[src/rtl/apb_master_ctrl_if.sv]
// ---------------------------------------------------------------------------
// apb_master_ctrl_if
// Bundles the command/response port and the APB3 bus of apb_master_ctrl.
//   master modport : the bridge side (takes commands, drives the APB bus)
//   slave modport  : the environment side (issues commands, models slaves)
// Signals
//   cmd_valid/cmd_ready/cmd_write/cmd_addr/cmd_wdata : command handshake
//   rsp_valid/rsp_rdata/rsp_err                      : one-cycle response
//   PSEL/PENABLE/PWRITE/PADDR/PWDATA                 : APB request
//   PRDATA/PREADY/PSLVERR                            : APB completion
// ---------------------------------------------------------------------------
interface apb_master_ctrl_if #(
    parameter int ADDR_W     = 32,
    parameter int DATA_W     = 32,
    parameter int NUM_SLAVES = 4
);
    logic                  cmd_valid;
    logic                  cmd_ready;
    logic                  cmd_write;
    logic [ADDR_W-1:0]     cmd_addr;
    logic [DATA_W-1:0]     cmd_wdata;

    logic                  rsp_valid;
    logic [DATA_W-1:0]     rsp_rdata;
    logic                  rsp_err;

    logic [NUM_SLAVES-1:0] PSEL;
    logic                  PENABLE;
    logic                  PWRITE;
    logic [ADDR_W-1:0]     PADDR;
    logic [DATA_W-1:0]     PWDATA;
    logic [DATA_W-1:0]     PRDATA;
    logic                  PREADY;
    logic                  PSLVERR;

    modport master (
        input  cmd_valid, cmd_write, cmd_addr, cmd_wdata,
        output cmd_ready,
        output rsp_valid, rsp_rdata, rsp_err,
        output PSEL, PENABLE, PWRITE, PADDR, PWDATA,
        input  PRDATA, PREADY, PSLVERR
    );

    modport slave (
        output cmd_valid, cmd_write, cmd_addr, cmd_wdata,
        input  cmd_ready,
        input  rsp_valid, rsp_rdata, rsp_err,
        input  PSEL, PENABLE, PWRITE, PADDR, PWDATA,
        output PRDATA, PREADY, PSLVERR
    );
endinterface

[src/rtl/apb_master_ctrl.sv]
// ---------------------------------------------------------------------------
// apb_master_ctrl
// APB3 bridge master. Accepts single read/write commands on a valid/ready
// port, runs SETUP/ACCESS to one of NUM_SLAVES slaves decoded from the top
// address bits, and returns a one-cycle response pulse. Back-to-back
// commands are taken on the completing ACCESS cycle (no IDLE bubble).
//
// Ports
//   PCLK    : clock, rising edge
//   PRESET  : asynchronous active-high reset; aborts any transfer silently
//   bus     : apb_master_ctrl_if.master (command, response and APB signals)
//
// Optional feature macro: APB_MASTER_TIMEOUT_EN
//   defined   : an ACCESS phase stretched to TIMEOUT cycles by PREADY=0 is
//               ended with rsp_err=1
//   undefined : ACCESS waits for PREADY indefinitely, TIMEOUT unused
//
// state  | meaning
// -------+------------------------------------------------------------
// IDLE   | no transfer, cmd_ready=1
// SETUP  | APB setup phase, PSEL asserted, PENABLE=0
// ACCESS | APB access phase, PENABLE=1, waits for PREADY
// DERR   | decode-error response pending after a back-to-back accept
// ---------------------------------------------------------------------------
module apb_master_ctrl #(
    parameter int ADDR_W     = 32,
    parameter int DATA_W     = 32,
    parameter int NUM_SLAVES = 4,
    parameter int TIMEOUT    = 256
) (
    input  logic                 PCLK,
    input  logic                 PRESET,
    apb_master_ctrl_if.master    bus
);

    localparam int SEL_W = (NUM_SLAVES > 1) ? $clog2(NUM_SLAVES) : 1;

    typedef enum logic [1:0] {
        IDLE   = 2'd0,
        SETUP  = 2'd1,
        ACCESS = 2'd2,
        DERR   = 2'd3
    } state_t;

    state_t                state_q, state_d;
    logic [NUM_SLAVES-1:0] psel_q, psel_d;
    logic                  penable_q, penable_d;
    logic                  pwrite_q, pwrite_d;
    logic [ADDR_W-1:0]     paddr_q, paddr_d;
    logic [DATA_W-1:0]     pwdata_q, pwdata_d;
    logic                  rsp_valid_q, rsp_valid_d;
    logic [DATA_W-1:0]     rsp_rdata_q, rsp_rdata_d;
    logic                  rsp_err_q, rsp_err_d;

    logic                  take;
    logic [SEL_W-1:0]      cmd_idx;
    logic                  cmd_hit;
    logic [NUM_SLAVES-1:0] cmd_onehot;

    // ---------------------------------------------------------------------
    // Slave decode from the top address bits
    // ---------------------------------------------------------------------
    assign cmd_idx = bus.cmd_addr[ADDR_W-1 -: SEL_W];

    // When NUM_SLAVES is a power of two every index is a valid slave.
    if (NUM_SLAVES == (1 << SEL_W)) begin : g_full_decode
        assign cmd_hit = 1'b1;
    end else begin : g_part_decode
        assign cmd_hit = (int'(cmd_idx) < NUM_SLAVES);
    end

    assign cmd_onehot = cmd_hit ? (NUM_SLAVES'(1) << cmd_idx) : '0;

    // ---------------------------------------------------------------------
    // Access timeout (down-counter, terminal count at zero)
    // ---------------------------------------------------------------------
`ifdef APB_MASTER_TIMEOUT_EN
    localparam int             TO_W    = (TIMEOUT > 1) ? $clog2(TIMEOUT) : 1;
    localparam logic [TO_W-1:0] TO_LOAD = TO_W'(TIMEOUT - 1);

    logic [TO_W-1:0] timer_q, timer_d;
`else
    logic unused_timeout;
    assign unused_timeout = (TIMEOUT != 0);
`endif

    // ---------------------------------------------------------------------
    // Next-state and next-output logic
    // ---------------------------------------------------------------------
    always_comb begin
        state_d     = state_q;
        psel_d      = psel_q;
        penable_d   = penable_q;
        pwrite_d    = pwrite_q;
        paddr_d     = paddr_q;
        pwdata_d    = pwdata_q;
        rsp_valid_d = 1'b0;
        rsp_rdata_d = '0;
        rsp_err_d   = 1'b0;
        take        = 1'b0;
`ifdef APB_MASTER_TIMEOUT_EN
        timer_d     = timer_q;
`endif

        case (state_q)
            IDLE: begin
                take = 1'b1;
            end

            SETUP: begin
                state_d   = ACCESS;
                penable_d = 1'b1;
            end

            ACCESS: begin
                if (bus.PREADY) begin
                    take        = 1'b1;
                    rsp_valid_d = 1'b1;
                    rsp_err_d   = bus.PSLVERR;
                    rsp_rdata_d = pwrite_q ? '0 : bus.PRDATA;
                    state_d     = IDLE;
                    psel_d      = '0;
                    penable_d   = 1'b0;
                end
`ifdef APB_MASTER_TIMEOUT_EN
                else if (timer_q == '0) begin
                    rsp_valid_d = 1'b1;
                    rsp_err_d   = 1'b1;
                    state_d     = IDLE;
                    psel_d      = '0;
                    penable_d   = 1'b0;
                end else begin
                    timer_d = timer_q - TO_W'(1);
                end
`endif
            end

            DERR: begin
                rsp_valid_d = 1'b1;
                rsp_err_d   = 1'b1;
                state_d     = IDLE;
            end

            default: begin
                state_d = IDLE;
            end
        endcase

        // New command, either from IDLE or on the completing ACCESS cycle.
        if (take && bus.cmd_valid) begin
            if (cmd_hit) begin
                state_d   = SETUP;
                psel_d    = cmd_onehot;
                penable_d = 1'b0;
                pwrite_d  = bus.cmd_write;
                paddr_d   = bus.cmd_addr;
                pwdata_d  = bus.cmd_write ? bus.cmd_wdata : '0;
`ifdef APB_MASTER_TIMEOUT_EN
                timer_d   = TO_LOAD;
`endif
            end else if (state_q == IDLE) begin
                // Decode error answered on the next cycle, no APB phase.
                rsp_valid_d = 1'b1;
                rsp_err_d   = 1'b1;
                rsp_rdata_d = '0;
                state_d     = IDLE;
                psel_d      = '0;
                penable_d   = 1'b0;
            end else begin
                // Response slot of the finishing transfer is taken; the
                // decode error is answered one cycle later from DERR.
                state_d   = DERR;
                psel_d    = '0;
                penable_d = 1'b0;
            end
        end
    end

    // ---------------------------------------------------------------------
    // State and output registers
    // ---------------------------------------------------------------------
    always_ff @(posedge PCLK or posedge PRESET) begin
        if (PRESET) begin
            state_q     <= IDLE;
            psel_q      <= '0;
            penable_q   <= 1'b0;
            pwrite_q    <= 1'b0;
            paddr_q     <= '0;
            pwdata_q    <= '0;
            rsp_valid_q <= 1'b0;
            rsp_rdata_q <= '0;
            rsp_err_q   <= 1'b0;
        end else begin
            state_q     <= state_d;
            psel_q      <= psel_d;
            penable_q   <= penable_d;
            pwrite_q    <= pwrite_d;
            paddr_q     <= paddr_d;
            pwdata_q    <= pwdata_d;
            rsp_valid_q <= rsp_valid_d;
            rsp_rdata_q <= rsp_rdata_d;
            rsp_err_q   <= rsp_err_d;
        end
    end

`ifdef APB_MASTER_TIMEOUT_EN
    always_ff @(posedge PCLK or posedge PRESET) begin
        if (PRESET) begin
            timer_q <= '0;
        end else begin
            timer_q <= timer_d;
        end
    end
`endif

    assign bus.cmd_ready = take;
    assign bus.rsp_valid = rsp_valid_q;
    assign bus.rsp_rdata = rsp_rdata_q;
    assign bus.rsp_err   = rsp_err_q;
    assign bus.PSEL      = psel_q;
    assign bus.PENABLE   = penable_q;
    assign bus.PWRITE    = pwrite_q;
    assign bus.PADDR     = paddr_q;
    assign bus.PWDATA    = pwdata_q;

endmodule

[src/flat_wrapper.sv]
// flat-port wrapper written by rule: the top's interface ports become plain ports
module apb_master_ctrl_flat 
#(
    parameter int ADDR_W     = 32,
    parameter int DATA_W     = 32,
    parameter int NUM_SLAVES = 4,
    parameter int TIMEOUT    = 256
)
  (PCLK, PRESET, bus_cmd_valid, bus_cmd_write, bus_cmd_addr, bus_cmd_wdata, bus_cmd_ready, bus_rsp_valid, bus_rsp_rdata, bus_rsp_err, bus_PSEL, bus_PENABLE, bus_PWRITE, bus_PADDR, bus_PWDATA, bus_PRDATA, bus_PREADY, bus_PSLVERR);
  apb_master_ctrl_if #(.ADDR_W(ADDR_W), .DATA_W(DATA_W), .NUM_SLAVES(NUM_SLAVES)) bus_i ();
  input  logic PCLK;
  input  logic PRESET;
  input wire logic [$bits(bus_i.cmd_valid)-1:0] bus_cmd_valid;
  input wire logic [$bits(bus_i.cmd_write)-1:0] bus_cmd_write;
  input wire logic [$bits(bus_i.cmd_addr)-1:0] bus_cmd_addr;
  input wire logic [$bits(bus_i.cmd_wdata)-1:0] bus_cmd_wdata;
  output wire logic [$bits(bus_i.cmd_ready)-1:0] bus_cmd_ready;
  output wire logic [$bits(bus_i.rsp_valid)-1:0] bus_rsp_valid;
  output wire logic [$bits(bus_i.rsp_rdata)-1:0] bus_rsp_rdata;
  output wire logic [$bits(bus_i.rsp_err)-1:0] bus_rsp_err;
  output wire logic [$bits(bus_i.PSEL)-1:0] bus_PSEL;
  output wire logic [$bits(bus_i.PENABLE)-1:0] bus_PENABLE;
  output wire logic [$bits(bus_i.PWRITE)-1:0] bus_PWRITE;
  output wire logic [$bits(bus_i.PADDR)-1:0] bus_PADDR;
  output wire logic [$bits(bus_i.PWDATA)-1:0] bus_PWDATA;
  input wire logic [$bits(bus_i.PRDATA)-1:0] bus_PRDATA;
  input wire logic [$bits(bus_i.PREADY)-1:0] bus_PREADY;
  input wire logic [$bits(bus_i.PSLVERR)-1:0] bus_PSLVERR;
  assign bus_i.cmd_valid = bus_cmd_valid;
  assign bus_i.cmd_write = bus_cmd_write;
  assign bus_i.cmd_addr = bus_cmd_addr;
  assign bus_i.cmd_wdata = bus_cmd_wdata;
  assign bus_cmd_ready = bus_i.cmd_ready;
  assign bus_rsp_valid = bus_i.rsp_valid;
  assign bus_rsp_rdata = bus_i.rsp_rdata;
  assign bus_rsp_err = bus_i.rsp_err;
  assign bus_PSEL = bus_i.PSEL;
  assign bus_PENABLE = bus_i.PENABLE;
  assign bus_PWRITE = bus_i.PWRITE;
  assign bus_PADDR = bus_i.PADDR;
  assign bus_PWDATA = bus_i.PWDATA;
  assign bus_i.PRDATA = bus_PRDATA;
  assign bus_i.PREADY = bus_PREADY;
  assign bus_i.PSLVERR = bus_PSLVERR;
  apb_master_ctrl #(.ADDR_W(ADDR_W), .DATA_W(DATA_W), .NUM_SLAVES(NUM_SLAVES), .TIMEOUT(TIMEOUT)) u_core (.PCLK(PCLK), .PRESET(PRESET), .bus(bus_i));
endmodule
[config.mk]
export PLATFORM = sky130hd
export DESIGN_NAME = apb_master_ctrl_flat
export DESIGN_NICKNAME = d
export VERILOG_FILES = /design/src/rtl/apb_master_ctrl_if.sv /design/src/rtl/apb_master_ctrl.sv /design/src/flat_wrapper.sv
export SDC_FILE = /design/constraint.sdc
export NUM_CORES = 1
export LEC_CHECK = 0
export CAP_MARGIN = 20
export CORE_UTILIZATION = 43
export DETAILED_ROUTE_END_ITERATION = 16
export MAX_ROUTING_LAYER = met4
export PLACE_DENSITY = 0.85
export SYNTH_ARGS = -nofsm -noshare
export SYNTH_HDL_FRONTEND = slang
export SYNTH_SLANG_ARGS = --single-unit
[constraint.sdc]
create_clock -name PCLK -period 6.1 [get_ports PCLK]
set_input_delay 1.525 -clock PCLK [delete_from_list [all_inputs] [get_ports PCLK]]
set_output_delay 1.525 -clock PCLK [all_outputs]
set_load 0.02 [all_outputs]
==> impl_metrics.py <==
metrics = {
    "sta": {
        "finalSetupViolations": 0,
        "finalCritPeriodShare": 0.733,
        "drv_slew": 0,
        "slew-limit-headroom": 0.511,
        "clock_skew_ns": 0.0137,
        "finalHoldViolCount": 0,
        "fin_crit_ns": 4.47,
        "fmax_ghz": 0.224,
        "finalWorstSetupSlack_ns": 1.63,
        "worst_pin_slew_ns": 0.733,
        "rsz0062_at_grt": "false",
        "setup_tns_ns": 0,
    },
    "clock_tree": {
        "h-tree-depth": 3,
        "hold_buffers": 0,
        "clk_latency_ns": 0.35,
        "clkTransAtPathRegs_ns": 0.09,
        "cts_buffer_depth": 2,
        "post-cts-setup-buffers": 0,
        "cts_made_buffers": 9,
        "cts.sinks": 106,
        "cts_resized": 0,
        "cts_root_buf": "clkbuf_8",
        "cts_tree": "done",
    },
    "worst_setup_path": {
        "r2r_end": "u_core.bus.PADDR[24]$_DFFE_PP0P_",
        "required_ns": 4.58,
        "end_kind": "output pin",
        "r2r-start": "u_core.state_q[0]$_DFFE_PP0P_",
        "rrSetupSlack_ns": 3.93,
        "startpoint_type": "input pin",
        "critPathMaxFanout": 7,
        "arrival_ns": 2.94,
        "reg2reg_depth": 6,
        "path_class": "in -> out",
    },
    "finish": {
        "area_growth_pct": 57.1,
        "drive_above_1_share": 0.106,
        "final_area_sq_um": 6570,
        "diodes": 0,
        "utilization": 0.704,
        "final_nets": 632,
        "layout_common_cells": "clkdlybuf4s50_1 (206), dfrtp_1 (106), nand2_1 (40)",
        "fin_cells": 659,
        "nFillCells": 679,
        "mostFrequentLayoutCell": "clkdlybuf4s50_1",
    },
    "logic_synthesis": {
        "synth_seq_cells": 106,
        "yosysWarningCount": 0,
        "postSynthAreaPerCell_sq_um": 13.1,
        "syn_inst": 319,
        "netlist_area_sq_um": 4180,
        "syn_nets": 425,
        "seq_area_frac_synth": 0.635,
        "yosysUniqueCellTypes": 23,
    },
    "global_route": {
        "overflow": 0,
        "grt_max_degree": 66,
        "met1_usage": 0.228,
        "gr-usage-met2": 0.373,
        "top_usage_layer": "met2",
        "antenna_found_initial": 0,
        "grt.total_usage": 0.207,
        "grt_pass1_wl_mm": 15.4,
        "grtUsageMet3": 0.0388,
        "grt_pass1_vias": 3245,
    },
    "floorplanning": {
        "coreArea_sq_um": 9330,
        "placementRows": 35,
        "ioPinCount": 207,
        "dieArea_sq_um": 10100,
        "die_h_um": 101,
        "die_x_um": 101,
        "start_util": 0.448,
    },
    "placement": {
        "io_buffers": 206,
        "placed_cells": 643,
        "gp_congestion": 0.720,
        "dp_hpwl_mm": 7.55,
        "post-place-ws_ns": 1.63,
        "dpl_cell_area_sq_um": 6370,
    },
    "drt": {
        "dr.pass1.iters": 4,
        "detail-route-antenna-nets": 0,
        "wl_per_cell_um": 15.2,
        "finalWirelength_mm": 10.0,
        "post-route-drc-count": 0,
        "num_vias": 3049,
        "drtIter0Drc": 52,
        "viasPerCell": 4.63,
    },
    "pwr": {
        "p_clk_frac": 0.131,
        "p_leak_nw": 2.96,
        "p_sw_mw": 1.05,
        "power_frac_seq": 0.371,
        "power.density_nw_per_um2": 446,
        "combPwrFrac": 0.498,
        "vdd.ir_drop.worst_uv": 191,
        "sw_frac_of_total": 0.358,
        "p_int_mw": 1.88,
    },
    "worst_hold_path": {
        "holdPathStages": 1,
        "hp-start": "u_core.bus.PADDR[20]$_DFFE_PP0P_",
        "min_to": "u_core.bus.PADDR[20]$_DFFE_PP0P_",
        "hold_path_class": "reg -> reg",
    },
    "status": {
        "status": "complete, no violations",
    },
    "flow_run": {
        "maxCapViolations": 0,
    },
}
## logic make-up (layout without fill, tap and decap cells)
| family | count (synthesis) | count (layout) | synth area share |
|---|---|---|---|
| flops | 106 | 106 | 0.635 |
| buf+inv | 49 | 260 | 0.0524 |
| fa+ha+maj | 4 | 4 | 0.0120 |
| compound gates | 8 | 8 | 0.0123 |
| mux | 69 | 69 | 0.190 |
| simple gates | 83 | 83 | 0.0991 |
## area by class of cell
class	count	area [sq um]	share of cell area
clock buffers	11	141	0.0215
clock inverters	4	28.8	0.00438
flip-flops and latches	106	2650	0.404
multi-input cells	164	1320	0.200
repair buffers	210	2130	0.325
well taps	129	161	0.0246
inverters	35	134	0.0204
## state kept, by name (all words and copies together) (netlist names), 2 cells and up
name	flops
u_core.bus.PWDATA	32
u_core.bus.rsp_rdata	32
u_core.state_q	2
u_core.bus.PSEL	4
u_core.bus.PADDR	32
## how the worst max path moves through the flow
stage	startpoint	cells past startpoint	end
6_report	bus_PREADY	4	bus_cmd_ready
5_1_grt	bus_PREADY	4	bus_cmd_ready
4_1_cts	bus_PREADY	4	bus_cmd_ready
3_5_place_dp	bus_PREADY	4	bus_cmd_ready
3_3_place_gp	bus_PREADY	4	bus_cmd_ready
2_1_floorplan	PRESET	1	u_core.bus.PADDR[0]$_DFFE_PP0P_
## power by group through the flow
stage | clock network (mW) | logic [mW] | registers (mW)
after global routing | 0.428 | 1.54 | 1.12
after detailed placement | 0 | 1.46 | 1.10
after global placement | 0 | 1.42 | 1.09
after floorplan | 0 | 0.481 | 1.40
final | 0.384 | 1.46 | 1.09
after CTS | 0.400 | 1.47 | 1.09
## worst max-delay path: stages
cell and delay [ns]:
clkdlybuf4s50_1 0.51, nand2_1 0.17, nand2b_1 0.13, clkdlybuf4s50_1 0.61
## cells in the mapped netlist
library cell,number,area share
buf_6,3,0.0081
mux2_4,16,0.057
buf_2,1,0.0012
mux2_2,17,0.046
a21o_1,1,0.0018
inv_1,35,0.031
and2_4,1,0.0021
a21oi_1,2,0.0024
nor2_1,3,0.0027
and2_1,32,0.048
nand2_1,40,0.036
clkbuf_1,7,0.0063
o21ai_2,1,0.0021
o21ai_0,2,0.0024
buf_4,3,0.0054
or2_2,1,0.0015
nor2b_1,1,0.0015
ha_1,4,0.012
nand2b_1,5,0.0075
o21bai_1,1,0.0018
mux2i_1,36,0.086
o21a_1,1,0.0018
dfrtp_1,106,0.63
## per-layer routing
metal	part of all wire	wire (um)
met5	0	0
met3	0.048	477
met4	0.021	214
met2	0.54	5370
met1	0.39	3940
## through the flow
step,power [mW],hold WS [ns]
after global routing,3.08,0.528
after global placement,2.51,0.489
after floorplan,1.88,0.531
final,2.93,0.514
after detailed placement,2.56,0.495
after CTS,2.96,0.518
Power figures use the tool's default switching activity.
